===== config.mk =====
export PLATFORM = sky130hd
export DESIGN_NAME = trig_source_sched
export DESIGN_NICKNAME = d
export VERILOG_FILES = /design/src/rtl/trig_source_sched.sv
export SDC_FILE = /design/constraint.sdc
export NUM_CORES = 1
export LEC_CHECK = 0
export ABC_AREA = 1
export CAP_MARGIN = 20
export CORE_ASPECT_RATIO = 1.1
export CORE_MARGIN = 5
export CORE_UTILIZATION = 60
export CTS_CLUSTER_DIAMETER = 120
export DETAILED_ROUTE_END_ITERATION = 6
export PLACE_DENSITY = 0.88
export RECOVER_POWER = 100
export SLEW_MARGIN = 40
export SYNTH_ARGS = -nofsm -noshare
export SYNTH_HDL_FRONTEND = slang
export SYNTH_SLANG_ARGS = --single-unit
export TNS_END_PERCENT = 5

===== constraint.sdc =====
create_clock -name CLK -period 9 [get_ports CLK]
set_clock_uncertainty 0.1 [all_clocks]
set_input_delay 1.8 -clock CLK [delete_from_list [all_inputs] [get_ports CLK]]
set_output_delay 1.8 -clock CLK [all_outputs]
set_load 0.1 [all_outputs]

===== src/rtl/trig_source_sched.sv =====
// trig_source_sched: arbitrates external, periodic and software trigger
// sources ahead of the APV trigger generator. It shapes TRIG_CMD/RESET_CMD
// pulses, enforces dead time and reset guard time, and keeps saturating
// accepted/rejected trigger statistics.
// Optional build macro TRIG_TIMESTAMP_EN adds a 48-bit time base plus the
// TRIG_TIME/TIME_VALID outputs.
module trig_source_sched #(
  parameter int PULSE_W = 4,
  parameter int CNT_W   = 32
) (
  input  logic             CLK,
  input  logic             RSTb,
  input  logic [2:0]       SRC_EN,
  input  logic             EXT_TRIG,
  input  logic             SW_TRIG,
  input  logic             SW_RESET,
  input  logic [23:0]      PERIOD,
  input  logic [15:0]      DEAD_TIME,
  input  logic [7:0]       RESET_GUARD,
  input  logic             CLR_CNT,
  output logic             TRIG_CMD,
  output logic             RESET_CMD,
  output logic             BUSY,
  output logic [1:0]       LAST_SRC,
  output logic [CNT_W-1:0] ACCEPTED_CNT,
  output logic [CNT_W-1:0] REJECTED_CNT
`ifdef TRIG_TIMESTAMP_EN
  ,
  output logic [47:0]      TRIG_TIME,
  output logic             TIME_VALID
`endif
);

  typedef enum logic [2:0] {
    S_IDLE   = 3'd0,
    S_TRIG   = 3'd1,
    S_HOLD   = 3'd2,
    S_RST    = 3'd3,
    S_RGUARD = 3'd4
  } state_t;

  // Add 0..3 to a statistics counter, sticking at all-ones.
  function automatic logic [CNT_W-1:0] sat_add(input logic [CNT_W-1:0] val,
                                               input logic [1:0]       inc);
    logic [CNT_W:0] sum;
    sum = {1'b0, val} + (CNT_W+1)'(inc);
    return sum[CNT_W] ? {CNT_W{1'b1}} : sum[CNT_W-1:0];
  endfunction

  state_t      state;
  logic [15:0] tcnt;
  logic        rst_pend;

  logic        ext_p0, ext_p1, ext_p2;
  logic        ext_req;

  logic [23:0] per_cnt;
  logic        per_on;
  logic        per_req;

  logic [2:0]  qual;
  logic [1:0]  n_req;
  logic [1:0]  n_rej;
  logic        go_rst;
  logic        accept;
  logic [1:0]  win_src;
  logic [15:0] dead_lim;
  logic [15:0] guard_lim;
  logic        pulse_last;
  logic        hold_done;
  logic        guard_done;

  // EXT_TRIG crosses into CLK through two flops; the third flop forms the
  // rising-edge detector and ext_req is registered from it.
  always_ff @(posedge CLK or negedge RSTb) begin
    if (!RSTb) begin
      ext_p0  <= 1'b0;
      ext_p1  <= 1'b0;
      ext_p2  <= 1'b0;
      ext_req <= 1'b0;
    end else begin
      ext_p0  <= EXT_TRIG;
      ext_p1  <= ext_p0;
      ext_p2  <= ext_p1;
      ext_req <= ext_p1 & ~ext_p2;
    end
  end

  // The >= compare makes a lowered PERIOD fire at once instead of
  // running the counter all the way round.
  assign per_on  = SRC_EN[1] && (PERIOD != 24'd0);
  assign per_req = per_on && (per_cnt >= (PERIOD - 24'd1));

  // Periodic source counter: 0..PERIOD-1, parked at 0 while disabled.
  always_ff @(posedge CLK or negedge RSTb) begin
    if (!RSTb) begin
      per_cnt <= 24'd0;
    end else if (!per_on || per_req) begin
      per_cnt <= 24'd0;
    end else begin
      per_cnt <= per_cnt + 24'd1;
    end
  end

  // Request qualification, arbitration and holdoff limits.
  always_comb begin
    qual       = {SW_TRIG & SRC_EN[2], per_req & SRC_EN[1], ext_req & SRC_EN[0]};
    n_req      = {1'b0, qual[0]} + {1'b0, qual[1]} + {1'b0, qual[2]};
    go_rst     = (state == S_IDLE) && rst_pend;
    accept     = (state == S_IDLE) && !rst_pend && (qual != 3'b000);
    n_rej      = n_req - {1'b0, accept};
    win_src    = 2'd2;
    if (qual[0]) begin
      win_src = 2'd0;
    end else if (qual[1]) begin
      win_src = 2'd1;
    end
    // A zero holdoff still gives one low cycle so the generator sees an edge.
    dead_lim   = (DEAD_TIME == 16'd0) ? 16'd1 : DEAD_TIME;
    guard_lim  = (RESET_GUARD == 8'd0) ? 16'd1 : {8'd0, RESET_GUARD};
    pulse_last = (tcnt == 16'(PULSE_W - 1));
    hold_done  = (({1'b0, tcnt} + 17'd1) >= {1'b0, dead_lim});
    guard_done = (({1'b0, tcnt} + 17'd1) >= {1'b0, guard_lim});
  end

  // SW_RESET is remembered in any state and consumed on entry to RST.
  always_ff @(posedge CLK or negedge RSTb) begin
    if (!RSTb) begin
      rst_pend <= 1'b0;
    end else if (SW_RESET) begin
      rst_pend <= 1'b1;
    end else if (go_rst) begin
      rst_pend <= 1'b0;
    end
  end

  // Command FSM with registered TRIG_CMD/RESET_CMD/BUSY/LAST_SRC.
  always_ff @(posedge CLK or negedge RSTb) begin
    if (!RSTb) begin
      state     <= S_IDLE;
      tcnt      <= 16'd0;
      TRIG_CMD  <= 1'b0;
      RESET_CMD <= 1'b0;
      BUSY      <= 1'b0;
      LAST_SRC  <= 2'd0;
    end else begin
      case (state)
        S_IDLE: begin
          tcnt <= 16'd0;
          if (go_rst) begin
            state     <= S_RST;
            RESET_CMD <= 1'b1;
            BUSY      <= 1'b1;
          end else if (accept) begin
            state    <= S_TRIG;
            TRIG_CMD <= 1'b1;
            BUSY     <= 1'b1;
            LAST_SRC <= win_src;
          end
        end
        S_TRIG: begin
          if (pulse_last) begin
            state    <= S_HOLD;
            TRIG_CMD <= 1'b0;
            tcnt     <= 16'd0;
          end else begin
            tcnt <= tcnt + 16'd1;
          end
        end
        S_HOLD: begin
          if (hold_done) begin
            state <= S_IDLE;
            BUSY  <= 1'b0;
            tcnt  <= 16'd0;
          end else begin
            tcnt <= tcnt + 16'd1;
          end
        end
        S_RST: begin
          if (pulse_last) begin
            state     <= S_RGUARD;
            RESET_CMD <= 1'b0;
            tcnt      <= 16'd0;
          end else begin
            tcnt <= tcnt + 16'd1;
          end
        end
        S_RGUARD: begin
          if (guard_done) begin
            state <= S_IDLE;
            BUSY  <= 1'b0;
            tcnt  <= 16'd0;
          end else begin
            tcnt <= tcnt + 16'd1;
          end
        end
        default: begin
          state     <= S_IDLE;
          tcnt      <= 16'd0;
          TRIG_CMD  <= 1'b0;
          RESET_CMD <= 1'b0;
          BUSY      <= 1'b0;
        end
      endcase
    end
  end

  // Statistics counters; a clear beats a same-cycle increment.
  always_ff @(posedge CLK or negedge RSTb) begin
    if (!RSTb) begin
      ACCEPTED_CNT <= '0;
      REJECTED_CNT <= '0;
    end else if (CLR_CNT) begin
      ACCEPTED_CNT <= '0;
      REJECTED_CNT <= '0;
    end else begin
      ACCEPTED_CNT <= sat_add(ACCEPTED_CNT, {1'b0, accept});
      REJECTED_CNT <= sat_add(REJECTED_CNT, n_rej);
    end
  end

`ifdef TRIG_TIMESTAMP_EN
  logic [47:0] timestamp;

  // Free-running time base, captured in the accept cycle so TRIG_TIME and
  // TIME_VALID line up with the first high cycle of TRIG_CMD.
  always_ff @(posedge CLK or negedge RSTb) begin
    if (!RSTb) begin
      timestamp  <= 48'd0;
      TRIG_TIME  <= 48'd0;
      TIME_VALID <= 1'b0;
    end else begin
      timestamp  <= timestamp + 48'd1;
      TIME_VALID <= accept;
      if (accept) begin
        TRIG_TIME <= timestamp;
      end
    end
  end
`endif

endmodule


==> impl_metrics.ini, run 1 <==
[status]
outcome = complete, but fails checks
violations = capacitance limit, slew limit

[clock_tree]
tritoncts = yes
cts_setup_buffers = 0
cts-root-buf = clkbuf_16
clkTransAtPathRegs_ns = 0.05
cts_max_level = 4
cts_sinks = 117
cts.repair.resized = 0
postCtsHoldBufs = 0
clockBufferDepth = 2
numCtsBuffers = 17
worst_skew_pair.late_latency_ns = 0.41

[sta]
hold_viol_final = 0
relSlewSlack = -1.48
period_share = 0.891
final.setup.tns_ns = 0
worst_hold_slack_ns = 0.257
setup_viol = 0
rsz0062_at_grt = no
fmax_ghz = 0.125
worst_pin_slew_ns = 3.72
maxSlewViolCount = 120
period_minus_slack_ns = 8.02

[synth]
synthFlopType = dfrtp_1
async_reset_ff_frac = 1.00
synth_edf_count = 0
ys_ff_latch = 117
yosys.area.top_type = dfrtp_1
yosysMostFrequentCell = nand2_1
syn-num-nets = 1248
syn-instance-count = 1133
syn_area_um2 = 8380
ys_types = 47
seq_area_frac_synth = 0.349
synth_top_area_frac = 0.349
netlist_top_cells_count = 232 x nand2_1, 206 x inv_1, 126 x nor2_1
avgSynthCellArea_um2 = 7.40
ys_warn_count = 0
ys_top_cells_by_area = dfrtp_1 35%, nand2_1 10%, inv_1 9.2%

[floorplanning]
die_h_um = 134
start_util = 0.610
rows = 45
dieWidth_um = 123
dieArea_um2 = 16400
core_area_um2 = 13700
ios = 126

[pwr]
power_density_nw_per_um2 = 141
p_total_uw = 1410
vdd_drop_max_uv = 140
p_leak_uw = 0.00499

[detailed_routing]
routed_wl_um = 21700
dr.pass1.iters = 5
routed.top_layer = met4
drtIter0Drc = 524
wl_met1_um = 8850
wl_met2_um = 10900
viasPerCell = 5.42
drcViolationCount = 0
vias = 7958
wl_met3_um = 1480
antenna_left = 0
wl_per_cell_um = 14.8

[global_route]
antenna_found_initial = 1
grt_max_degree = 71
grt.overflow.total = 0
grt_pass1_wl_um = 36500
grtUsageTotal = 0.274
grt_pass1_vias = 7827

[final_layout]
layout.nets = 1381
area_growth_pct = 19.3
instances_no_fill = 1468
drive_gt1_frac = 0.0516
nFillCells = 1132

[critical_path]
crit_path_max_incr_delay_ns = 0.56
cp_num_buf_inv = 5
slowest_stage = dlygate4sd3_1
critPathKind = in -> reg
end_kind = flip-flop
crit_top_cell = nand2_1
arrival_ns = 8.27
cp.required_ns = 9.26
path_max_fanout = 16
critical-path-top-delay-family = simple AND/OR/NAND/NOR gates
start_kind = input port

[flow_run]
max_cap_violations = 2

[place]
io_buffers = 125
gp_congestion = 0.936
placed_cells = 1435
dp_hpwl_um = 15800

[worst_hold_path]
hp-class = reg -> reg
-- worst reg2reg max path, stage by stage (launching register included) --
cell	delay [ns]
dfrtp_1	0.46
ha_1	0.35
a21o_1	0.18
nor2_1	0.09
nand2_1	0.06
a21oi_1	0.12
nand2_1	0.08
nand2_1	0.18
nand3_1	0.10
nand2_1	0.14
inv_1	0.10
ha_1	0.29
fa_1	0.38
xnor2_1	0.30
fa_1	0.27
nand3_1	0.16
nor2_1	0.17
nand2_1	0.08
nor3_1	0.40
nand4_2	0.47
o21ai_0	0.20
a21oi_1	0.05
or2_1	0.20
inv_1	0.05
-- flip-flops by register name (all words and copies together), names as in the netlist --
signal        flops
ext_req           1
TRIG_CMD          1
state             3
ext_p1            1
LAST_SRC          2
ext_p0            1
tcnt             16
rst_pend          1
BUSY              1
RESET_CMD         1
REJECTED_CNT     32
per_cnt          24
ACCEPTED_CNT     32
ext_p2            1
-- path summary, 6_finish.rpt --
| kind | startpoint | slack, ns | cells past startpoint | to |
|---|---|---|---|---|
| worst max-delay path | PERIOD[0] | 0.98 | 36 | REJECTED_CNT[26] |
| worst min-delay path | ext_p0 | 0.26 | 0 | ext_p1 |
| worst max register to register | per_cnt[15] | 3.97 | 23 | REJECTED_CNT[26] |
| worst min register to register | ext_p0 | 0.26 | 0 | ext_p1 |
| max in group asynchronous | RSTb | 2.09 | 2 | tcnt[2] |
| min in group asynchronous | RSTb | 2.16 | 1 | tcnt[5] |
-- metrics by stage --
| stage | utilization | cell area [um^2] | worst slack (ns) |
|---|---|---|---|
| finish | 0.728 | 10000 | 0.985 |
| global route | 0.728 | 10000 | 0.242 |
| CTS | 0.740 | 10200 | 1.24 |
| detailed placement | 0.690 | 9470 | 0.855 |
| global placement | 0.714 | 9810 | 1.25 |
| floorplan | - | 8380 | 2.15 |
-- power by group --
part           switching [uW]  internal [uW]
clock network             232            543
logic                    60.4           41.5
registers                2.90            530
-- per-layer routing --
layer / vias to the layer above / GRT usage
met5: - / 0
met4: 0 / 0.0815
met3: 53 / 0.0662
met2: 314 / 0.478
met1: 3691 / 0.333
li1: 3900 / -
-- final cells by class --
type,instances,area (um^2),area share
timing repair buffer,128,828,0.0828
inverter,209,785,0.0785
tap,188,235,0.0235
clock inverter,7,163,0.0163
clock buffer,25,526,0.0526
sequential,117,2930,0.293
antenna,1,2.50,0.000250
multi-input combinational,793,4530,0.453
-- cells in the final DEF (no fill, tap or decap), drive strengths merged --
| cell type | count |
|---|---|
| nand2 | 238 |
| inv | 207 |
| nor2 | 142 |
| dfrtp | 117 |
| clkbuf | 97 |
| ha | 56 |
| xor2 | 54 |
| a21oi | 52 |
| clkdlybuf4s50 | 51 |
| o21ai | 48 |
| nor3 | 45 |
| nand3 | 40 |
| nand4 | 31 |
| xnor2 | 28 |
| nor4 | 19 |
| a31oi | 10 |
| bufinv | 5 |
| o21bai | 5 |
| dlygate4sd3 | 4 |
| or2 | 4 |
| nand3b | 3 |
| o31ai | 3 |
| clkinv | 3 |
| and2 | 3 |
| a41o | 2 |
| a21o | 2 |
| fa | 2 |
| diode | 1 |
| a211oi | 1 |
| nor3b | 1 |
| and3 | 1 |
| a21boi | 1 |
| o21a | 1 |
| or4 | 1 |
| clkinvlp | 1 |
| buf | 1 |
-- kinds of logic (layout without fill, tap and decap cells) --
group | count (synthesis) | in the layout | share of synthesized area
and+or+nand+nor | 528 | 528 | 0.292
buffers and inverters | 223 | 369 | 0.102
AOI/OAI and AO/OA | 125 | 125 | 0.0817
DFF | 117 | 117 | 0.349
xor gates and xnor gates | 82 | 82 | 0.0866
adders and majority gates | 58 | 58 | 0.0884
other | 0 | 1 | 0
(Power assumes the default switching activity.)
==> inputs of run 2 (changes only) <==
--- a/constraint.sdc
+++ b/constraint.sdc
@@ -4,2 +4,2 @@
 set_output_delay 1.8 -clock CLK [all_outputs]
-set_load 0.1 [all_outputs]
+set_load 0.02 [all_outputs]
==> impl_metrics.ini, run 2 (synthesis gave the netlist of run 1 again) <==
[status]
outcome = complete, but fails checks
violations = capacitance limit, slew limit

[final_layout]
drive_gt1_frac = 0.0524
nFillCells = 1058
diodes = 0
area_growth_pct = 24.0
most-common-layout-cells = 233 x nand2_1, 205 x inv_1, 131 x nor2_1
largest_registers = ACCEPTED_CNT: 32 flops, REJECTED_CNT: 32 flops, per_cnt: 24 flops
layout.nets = 1381
final_common_cell = nand2_1

[pwr]
p_total_uw = 1360
p_comb_frac = 0.070
clockPowerShare = 0.539
internal_power_uw = 1070
p_leak_uw = 0.00536
vdd_drop_max_uv = 134
p_sw_frac = 0.215
pwr-share-seq = 0.391
power_density_nw_per_um2 = 131
p_sw_uw = 294

[critical_path]
end_kind = flip-flop
crit_path_max_incr_delay_ns = 0.57
r2r_cells = 21
rr_startpoint = per_cnt[15]
critical-path-top-delay-family = simple AND/OR/NAND/NOR gates
critPathKind = in -> reg
cp_num_buf_inv = 7
rrSetupSlack_ns = 3.94
r2r_end = REJECTED_CNT[23]
cp.required_ns = 9.25
start_kind = input port
crit_top_cell = nand2_1
path_max_fanout = 13
arrival_ns = 8.32
slowest_stage = dlygate4sd3_1

[sta]
period_minus_slack_ns = 8.06
fmax_ghz = 0.124
final.setup.tns_ns = 0
hold_viol_final = 0
period_share = 0.896
worst_pin_slew_ns = 3.68
setup_viol = 0
rsz0062_at_grt = no
maxSlewViolCount = 120
relSlewSlack = -1.45

[floorplanning]
core_area_um2 = 13700
start_util = 0.610
rows = 45
ios = 126
dieArea_um2 = 16400
dieWidth_um = 123
die_h_um = 134

[worst_hold_path]
min_from = ext_p0
holdPathEnd = ext_p1
hp-class = reg -> reg
holdPathStages = 0

[detailed_routing]
vias = 7886
viasPerCell = 5.38
drtIter0Drc = 450
wl_per_cell_um = 14.5
routed_wl_um = 21300
drcViolationCount = 0
dr.pass1.iters = 6
antenna_left = 0

[place]
io_buffers = 125
dp_hpwl_um = 15900
gp_congestion = 0.936

[clock_tree]
numCtsBuffers = 17
cts_sinks = 117
tritoncts = yes
worst_skew_pair.late_latency_ns = 0.41
cts.repair.resized = 0
clockBufferDepth = 2
postCtsHoldBufs = 0
cts_setup_buffers = 0
cts_max_level = 4
clkTransAtPathRegs_ns = 0.06
cts-root-buf = clkbuf_16

[global_route]
grt_pass1_vias = 7813
grt.overflow.total = 0
grt_max_degree = 71
grtUsageTotal = 0.268
grt_pass1_wl_um = 35700
antenna_found_initial = 0

[flow_run]
max_cap_violations = 2
## run 2: cell types whose count changed in the layout (fill, tap and decap cells not counted), moves of 2 or more
cell / change
clkinv_4: +2
dlygate4sd3_1: +69
clkinv_2: +2
clkbuf_8: -6
clkinvlp_4: +2
clkbuf_1: -69
## run 2: how the worst max path moves through the flow
stage,start,end,cells after the start
2_1_floorplan,PERIOD[0],REJECTED_CNT[25],37
3_3_place_gp,PERIOD[0],REJECTED_CNT[27],38
3_5_place_dp,PERIOD[0],REJECTED_CNT[27],38
4_1_cts,PERIOD[0],REJECTED_CNT[23],38
5_1_grt,PERIOD[0],REJECTED_CNT[31],34
6_report,PERIOD[0],REJECTED_CNT[23],34
## run 2: power groups by stage
stage / clock network (uW) / registers, uW / logic [uW]
floorplan: 0 / 542 / 43.0
CTS: 745 / 532 / 98.4
global placement: 0 / 542 / 94.8
detailed placement: 0 / 542 / 97.6
global route: 771 / 533 / 110
finish: 735 / 533 / 95.8
## run 2: metal layers
| metal | GRT usage | vias up | share of wire | routed length, um |
|---|---|---|---|---|
| met5 | 0 | - | 0 | 0 |
| li1 | - | 3892 | - | - |
| met2 | 0.466 | 276 | 0.51 | 10800 |
| met3 | 0.0637 | 35 | 0.066 | 1400 |
| met1 | 0.324 | 3683 | 0.41 | 8750 |
| met4 | 0.0890 | 0 | 0.016 | 340 |
## run 2: per-stage QoR
stage / cells / setup slack (ns) / area (um^2) / util / hold WS [ns]
after floorplan: 1133 / 2.19 / 8380 / - / 0.231
after global placement: 1435 / 1.25 / 9810 / 0.714 / 0.238
after detailed placement: 1435 / 0.828 / 9820 / 0.715 / 0.253
after CTS: 1467 / 1.14 / 10500 / 0.762 / 0.266
after global routing: 1467 / 0.297 / 10400 / 0.756 / 0.269
final: 1467 / 0.937 / 10400 / 0.756 / 0.267
## run 2: area by class of cell
class / count / area (um^2) / area share
inverters: 209 / 785 / 0.0755
clock buffers: 19 / 443 / 0.0426
repair buffers: 128 / 1260 / 0.121
clock inverters: 13 / 205 / 0.0197
well taps: 188 / 235 / 0.0226
multi-input cells: 793 / 4540 / 0.436
flip-flops and latches: 117 / 2930 / 0.282
## run 2: worst reg2reg max path: cells and delay by family (launching register included)
| family | cells | cell delay, ns |
|---|---|---|
| flops | 1 | 0.45 |
| xor+xnor | 1 | 0.29 |
| fa+ha+maj | 4 | 1.30 |
| compound gates | 3 | 0.52 |
| simple gates | 9 | 1.51 |
| buf+inv | 4 | 0.83 |
